--- config.mk ---
export PLATFORM = sky130hd
export DESIGN_NAME = serial_addsub
export DESIGN_NICKNAME = d
export VERILOG_FILES = /design/src/rtl/serial_addsub_pkg.sv /design/src/rtl/full_adder.sv /design/src/rtl/serial_addsub.sv
export SDC_FILE = /design/constraint.sdc
export NUM_CORES = 1
export LEC_CHECK = 0
export CAP_MARGIN = 20
export CORE_MARGIN = 2
export CORE_UTILIZATION = 35
export DETAILED_ROUTE_END_ITERATION = 7
export PLACE_DENSITY_LB_ADDON = 0.15
export SYNTH_ARGS = -nofsm -noshare
export SYNTH_HDL_FRONTEND = slang
export SYNTH_SLANG_ARGS = --single-unit
--- constraint.sdc ---
create_clock -name clk -period 2.6 [get_ports clk]
set_input_delay 0.52 -clock clk [delete_from_list [all_inputs] [get_ports clk]]
set_output_delay 0.52 -clock clk [all_outputs]
set_load 0.005 [all_outputs]
--- src/rtl/serial_addsub_pkg.sv ---
// Shared definitions for the bit-serial adder/subtractor: FSM state encoding
// and the default operand width.
package serial_addsub_pkg;

  localparam int DEFAULT_WIDTH = 8;

  typedef enum logic [1:0] {
    IDLE = 2'b00,
    RUN  = 2'b01,
    DONE = 2'b10
  } state_t;

endpackage

--- src/rtl/full_adder.sv ---
// One-bit full adder; the single arithmetic cell reused every cycle by the
// serial datapath.
module full_adder (
  input  logic x,
  input  logic y,
  input  logic z,
  output logic s,
  output logic c
);

  // Sum and majority carry of the three input bits.
  always_comb begin
    s = x ^ y ^ z;
    c = (x & y) | (x & z) | (y & z);
  end

endmodule

--- src/rtl/serial_addsub.sv ---
// Bit-serial adder/subtractor. Operands are loaded on start, then one bit per
// cycle passes LSB-first through a single full adder with the carry held in a
// flop. The result assembles from the MSB side so it ends up aligned after
// WIDTH cycles. Subtraction is a + ~b + 1: b is inverted on load and the
// carry flop is seeded with 1.
module serial_addsub
  import serial_addsub_pkg::*;
#(
  parameter int WIDTH = DEFAULT_WIDTH
) (
  input  logic             clk,
  input  logic             rst,
  input  logic             start,
  input  logic             sub,
  input  logic [WIDTH-1:0] a,
  input  logic [WIDTH-1:0] b,
  output logic             busy,
  output logic             done,
  output logic [WIDTH-1:0] result,
  output logic             cout,
  output logic             ovf
);

  // Bit counter only has to reach WIDTH-1; keep at least one bit.
  localparam int CW = (WIDTH > 2) ? $clog2(WIDTH) : 1;
  localparam logic [CW-1:0] LAST = CW'(WIDTH - 1);

  state_t           state, state_nxt;
  logic [WIDTH-1:0] sa, sb, res_q;
  logic [CW-1:0]    count;
  logic             carry, cout_q, ovf_q;
  logic             fa_s, fa_c;
  logic             load, last_bit;

  assign last_bit = (count == LAST);
  assign result   = res_q;
  assign cout     = cout_q;
  assign ovf      = ovf_q;

  full_adder u_cell (
    .x (sa[0]),
    .y (sb[0]),
    .z (carry),
    .s (fa_s),
    .c (fa_c)
  );

  // State register; reset dominates everything including a coincident start.
  always_ff @(posedge clk) begin
    if (rst) state <= IDLE;
    else     state <= state_nxt;
  end

  // Next-state and handshake outputs; start is only honoured in IDLE.
  always_comb begin
    state_nxt = state;
    busy      = 1'b0;
    done      = 1'b0;
    load      = 1'b0;
    case (state)
      IDLE: begin
        if (start) begin
          load      = 1'b1;
          state_nxt = RUN;
        end
      end
      RUN: begin
        busy = 1'b1;
        if (last_bit) state_nxt = DONE;
      end
      DONE: begin
        done      = 1'b1;
        state_nxt = IDLE;
      end
      default: state_nxt = IDLE;
    endcase
  end

  // Datapath: operand load, per-bit shift, and flag capture on the final bit.
  // Flags are only rewritten at the end of an operation, so they keep their
  // previous value while a new one is running.
  always_ff @(posedge clk) begin
    if (rst) begin
      sa     <= '0;
      sb     <= '0;
      res_q  <= '0;
      count  <= '0;
      carry  <= 1'b0;
      cout_q <= 1'b0;
      ovf_q  <= 1'b0;
    end else if (load) begin
      sa    <= a;
      sb    <= sub ? ~b : b;
      carry <= sub;
      count <= '0;
    end else if (busy) begin
      sa    <= sa >> 1;
      sb    <= sb >> 1;
      res_q <= {fa_s, res_q[WIDTH-1:1]};
      carry <= fa_c;
      count <= count + 1'b1;
      if (last_bit) begin
        // Signed overflow: carry into the MSB differs from carry out of it.
        cout_q <= fa_c;
        ovf_q  <= carry ^ fa_c;
      end
    end
  end

endmodule

==> results of run 1 <==
==> cell usage after synthesis, types with 2 or more instances <==
master / n / area share (%)
buf_6: 2 / 1.6
xnor2_1: 8 / 5.1
nor2_1: 22 / 6.0
xor2_1: 2 / 1.3
nand3_1: 2 / 0.72
o22ai_1: 2 / 0.90
a21oi_1: 16 / 5.8
buf_1: 2 / 0.54
inv_1: 2 / 0.54
a211oi_1: 8 / 4.3
dfxtp_1: 32 / 46
mux2i_1: 3 / 2.2
nand2b_1: 3 / 1.4
nor3_1: 3 / 1.1
buf_2: 5 / 1.8
ha_1: 2 / 1.8
nand2_1: 24 / 6.5
a221o_1: 7 / 5.1
==> power groups by stage <==
stage / registers, mW / clock network, mW / logic, mW
finish: 0.537 / 0.517 / 0.150
global route: 0.540 / 0.558 / 0.167
CTS: 0.537 / 0.527 / 0.152
detailed placement: 0.548 / 0 / 0.151
global placement: 0.547 / 0 / 0.146
floorplan: 0.542 / 0 / 0.101
==> per-layer routing <==
layer	vias up	GRT usage, %	share of wire, %	routed length [µm]
met5	-	0	0	0
li1	594	-	-	-
met4	0	6.888	1.9	55
met3	7	4.899	6.0	174
met1	534	18.56	46	1341
met2	31	23.88	46	1320
==> final timing paths <==
check,startpoint,end,slack [ns],cells after the start
worst min-delay path,ovf,ovf,0.45,2
worst min register to register,ovf,ovf,0.45,2
worst max register to register,state[0],sb[6],1.06,4
worst max-delay path,state[0],busy,0.39,3
==> cells by family (layout without fill, tap and decap cells) <==
| logic type | count (synthesis) | after routing | synth area share (%) |
|---|---|---|---|
| AND/OR/NAND/NOR | 58 | 58 | 18.73 |
| AO/OA/AOI/OAI | 36 | 36 | 18.01 |
| flip-flops | 32 | 32 | 46.33 |
| buffers and inverters | 13 | 45 | 5.158 |
| XOR/XNOR | 10 | 10 | 6.335 |
| adder cells (fa/ha/maj) | 3 | 3 | 3.258 |
| multiplexers | 3 | 3 | 2.172 |
==> through the flow <==
| stage | hold slack, ns | util, % | worst slack [ns] |
|---|---|---|---|
| after floorplan | 0.4371 | - | 1.078 |
| after global placement | 0.4381 | 46.20 | 0.6029 |
| after detailed placement | 0.4478 | 46.20 | 0.4784 |
| after CTS | 0.4572 | 49.60 | 0.3750 |
| after global routing | 0.4778 | 49.60 | 0.2811 |
| final | 0.4533 | 49.60 | 0.3916 |
==> cell type report <==
class                   count  area, µm²  area share [%]
multi-input cells         110      670.6           36.39
flip-flops and latches     32      640.6           34.76
repair buffers             34      332.8           18.06
clock buffers               7      96.34           5.227
well taps                  48      60.06           3.259
clock inverters             1      30.03           1.629
inverters                   3      12.51          0.6789
==> sequential cells by signal, indices dropped and copies added, names as in the netlist <==
name	flops
count	3
ovf	1
sa	8
sb	8
carry	1
state	2
cout	1
result	8
==> critical path: stages, from the launching register on <==
cell and delay, ns:
dfxtp_1 0.50, nand2b_1 0.14, clkinv_2 0.22, clkdlybuf4s50_1 0.55
==> metrics.txt, run 1 <==
Worst Path Required 2.08 ns; Clock Power Share 42.9%; DRT antenna net count 0; number of synthesized flops with an enable pin 0; relative slew slack a little under three fifths; FMAX 452.8 MHz; Final Hold Fails 0; Seq/Total Area, Yosys 46.33%; worst-margin pin slew about 0.65 ns; number of buffers created by CTS 5; Diodes inserted 0; gr ovfl total 0; Max Cap Violations 0; Distinct cells, synth 28; total die area 4469 µm²; post-synthesis cell area 1383 µm²; via count 1166; setup violators final 0; initial DRC count 57; synthesis-to-finish area growth 33.30%; Total Wirelength ~2900 µm; status complete, no violations; Initial Utilization 37.21%; Clock Skew 0.005560 ns; Synth Flop Type dfxtp_1; Net count, final about 210; CP startpoint kind flip-flop; gr usage total 15.10%; CP endpoint kind primary output; cts hold-fix bufs 0; Post-synth ARST share 0%; Worst VDD drop 370.2 µV; DRT Pass-1 Iters 4; drt via density 4.962; Non-Filler Instances between 200 and 250; critical path arrival 1.69 ns; final worst path period need 2.208 ns; initial antenna violation count 0; # placed instances ~230; post-route setup TNS 0 ns; most common cell after layout, fill and taps aside dfxtp_1; CP Class reg2out; RePlAce Congestion 0.8612; clock-pin slew on the worst setup and hold paths 0.07 ns; wire per inst 12.30 µm; IO Port Bufs 31; post-route design area 1843 µm²; Clk Tree Root Cell clkbuf_8; first-pass GRT wire length 4968 µm; Resize count post-CTS 0; clock buffer depth 2; remaining design rule violation count 0; commonest cells after routing, fill and taps aside dfxtp_1, clkdlybuf4s50_1, nand2_1, nor2_1, a21oi_1; clk_lat worst skew 0.28 ns; share of layout cells above drive strength 1 around 8.6%; combinational power share approximately 13%; core box area between 3000 and 4000 µm²; Hold Path Class reg2reg; Post-Syn Area per Cell just under 9 µm²; post-DP HPWL between 2000 and 2500 µm; dpl cell area 1717 µm²; Pint 934.9 µW; CTS tree yes; fin. max-slew vios 0; Net Switching 269.5 µW; # IOs 32; vias in the first global route 1080; sw frac around 22%; Filler cells around 350; RSZ-0062 raised after global routing no; Power Density 653.5 nW/µm²; Gate Count Post-Synth 155; die width between 60 and 70 µm; synth warn 0; Sink Count 32; Final Power 1.204 mW; Seq pwr share 44.6%; fin crit share 84.94%; flops & latches, synth 32; syn_nets between 150 and 200; die height 66.85 µm; largest fanout on the critical path 18; Setup Fix Bufs, Post-CTS 0; H-tree Lvls 2; maximum number of pins on one net before global-route repair 19; Pleak around 0.69 nW; row cnt 22
(Power assumes the default switching activity.)
==> run 2, diff against run 1 <==
==> constraint.sdc (replaced) <==
create_clock -name clk -period 1.88 [get_ports clk]
set_input_delay 0.376 -clock clk [delete_from_list [all_inputs] [get_ports clk]]
set_output_delay 0.376 -clock clk [all_outputs]
set_load 0.005 [all_outputs]
==> metrics.txt, run 2 (synthesized netlist as in run 1, its figures left out) <==
R2R Setup Slk 0.49 ns; drt via density 4.925; Power Density around 780 nW/µm²; Diodes inserted 0; initial DRC count 43; CP startpoint kind flip-flop; Clk Tree Root Cell clkbuf_8; # IOs 32; Worst VDD drop 337.2 µV; synthesis-to-finish area growth 33.21%; post-route setup TNS 0 ns; largest fanout on the critical path 7; row cnt 22; status complete, no violations; critical path arrival 1.40 ns; share of layout cells above drive strength 1 11.46%; RePlAce Congestion 0.8696; gr usage total 16.03%; clock-pin slew on the worst setup and hold paths ~0.06 ns; Worst Path Required about 1.5 ns; initial antenna violation count 0; setup violators final 0; Clock Skew 0.006763 ns; CTS tree yes; vias in the first global route 1126; Pleak about 0.69 nW; IO Port Bufs 31; CP endpoint kind primary output; RSZ-0062 raised after global routing no; fin. max-slew vios 0; worst reg2reg path endpoint sb[1]; hold path depth 2; via count 1182; WHS roughly 0.46 ns; worst hold path endpoint ovf; Net count, final 215; remaining design rule violation count 0; maximum number of pins on one net before global-route repair 18; DRT antenna net count 0; fin crit share about 95%; Setup Fix Bufs, Post-CTS 0; min-delay src ovf; clock buffer depth 2; Hold Path Class reg2reg; commonest cells after routing, fill and taps aside clkdlybuf4s50_1, dfxtp_1, nand2_1, nor2_1, a21oi_1; final worst path period need 1.779 ns; relative slew slack 70.06%; die height 66.85 µm; total die area 4469 µm²; # placed instances 233; Non-Filler Instances 240; wire per inst 12.30 µm; R2R depth 4; H-tree Lvls 2; number of buffers created by CTS 5; FMAX approximately 560 MHz; gr ovfl total 0; cts hold-fix bufs 0; die width 66.85 µm; post-DP HPWL 2208 µm; Sink Count 32; DRT Pass-1 Iters 4; worst-margin pin slew 0.4474 ns; fin util 49.56%; core box area 3716 µm²; most common cell after layout, fill and taps aside clkdlybuf4s50_1; Initial Utilization between 30% and 40%; CP Class reg2out; Final Power 1.441 mW; worst r2r src state[0]; Final Hold Fails 0; Max Cap Violations 0; Total Wirelength 2952 µm; first-pass GRT wire length between 5000 and 6000 µm; clk_lat worst skew 0.28 ns
==> run 2: worst max-delay path by stage <==
stage                        start  slack (ns)     to
final                     state[1]        0.10   done
after global routing      state[1]        0.01   done
after CTS                 state[1]        0.08   done
after detailed placement     start         0.1  sa[3]
after global placement       start        0.12  sa[2]
after floorplan                rst        0.50  sb[0]
==> run 2: timing repair <==
item	4_1_cts	5_1_grt
gates resized for setup	2	0
endpoints found under the hold margin	0	0
endpoints found under the setup margin	2	0
==> run 2: through the flow <==
| stage | setup WS [ns] | instance area [µm²] |
|---|---|---|
| after detailed placement | 0.09899 | 1762 |
| after global placement | 0.1180 | 1762 |
| after floorplan | 0.5016 | 1383 |
| after global routing | 0.01088 | 1842 |
| final | 0.1011 | 1842 |
| after CTS | 0.08103 | 1842 |
==> run 2: per-layer routing <==
metal	vias up	part of all wire [%]	GRT usage, %
met5	-	0	0
met4	0	2.2	8.418
met3	5	6.0	6.250
met2	33	46	25.12
met1	540	45	18.81
li1	604	-	-
==> run 2: area by class of cell <==
class                      instances  area, µm²
timing repair buffer              40      377.9
inverter                           3      12.51
multi-input combinational        110      670.6
clock buffer                       6      72.57
clock inverter                     1      5.005
tap                               48      60.06
fill                             380       1874
sequential                        32      643.1
==> run 2: report_power, final <==
group / internal [mW] / total (mW) / switching (mW)
clock network: 0.251 / 0.479 / 0.228
logic: 0.119 / 0.218 / 0.0988
registers: 0.717 / 0.744 / 0.0273
total: 1.09 / 1.44 / 0.354
==> run 2: critical path: stages (launching register included) <==
cell and delay [ns]:
dfxtp_2 0.39, inv_1 0.10, nor2_1 0.12, clkdlybuf4s50_1 0.51
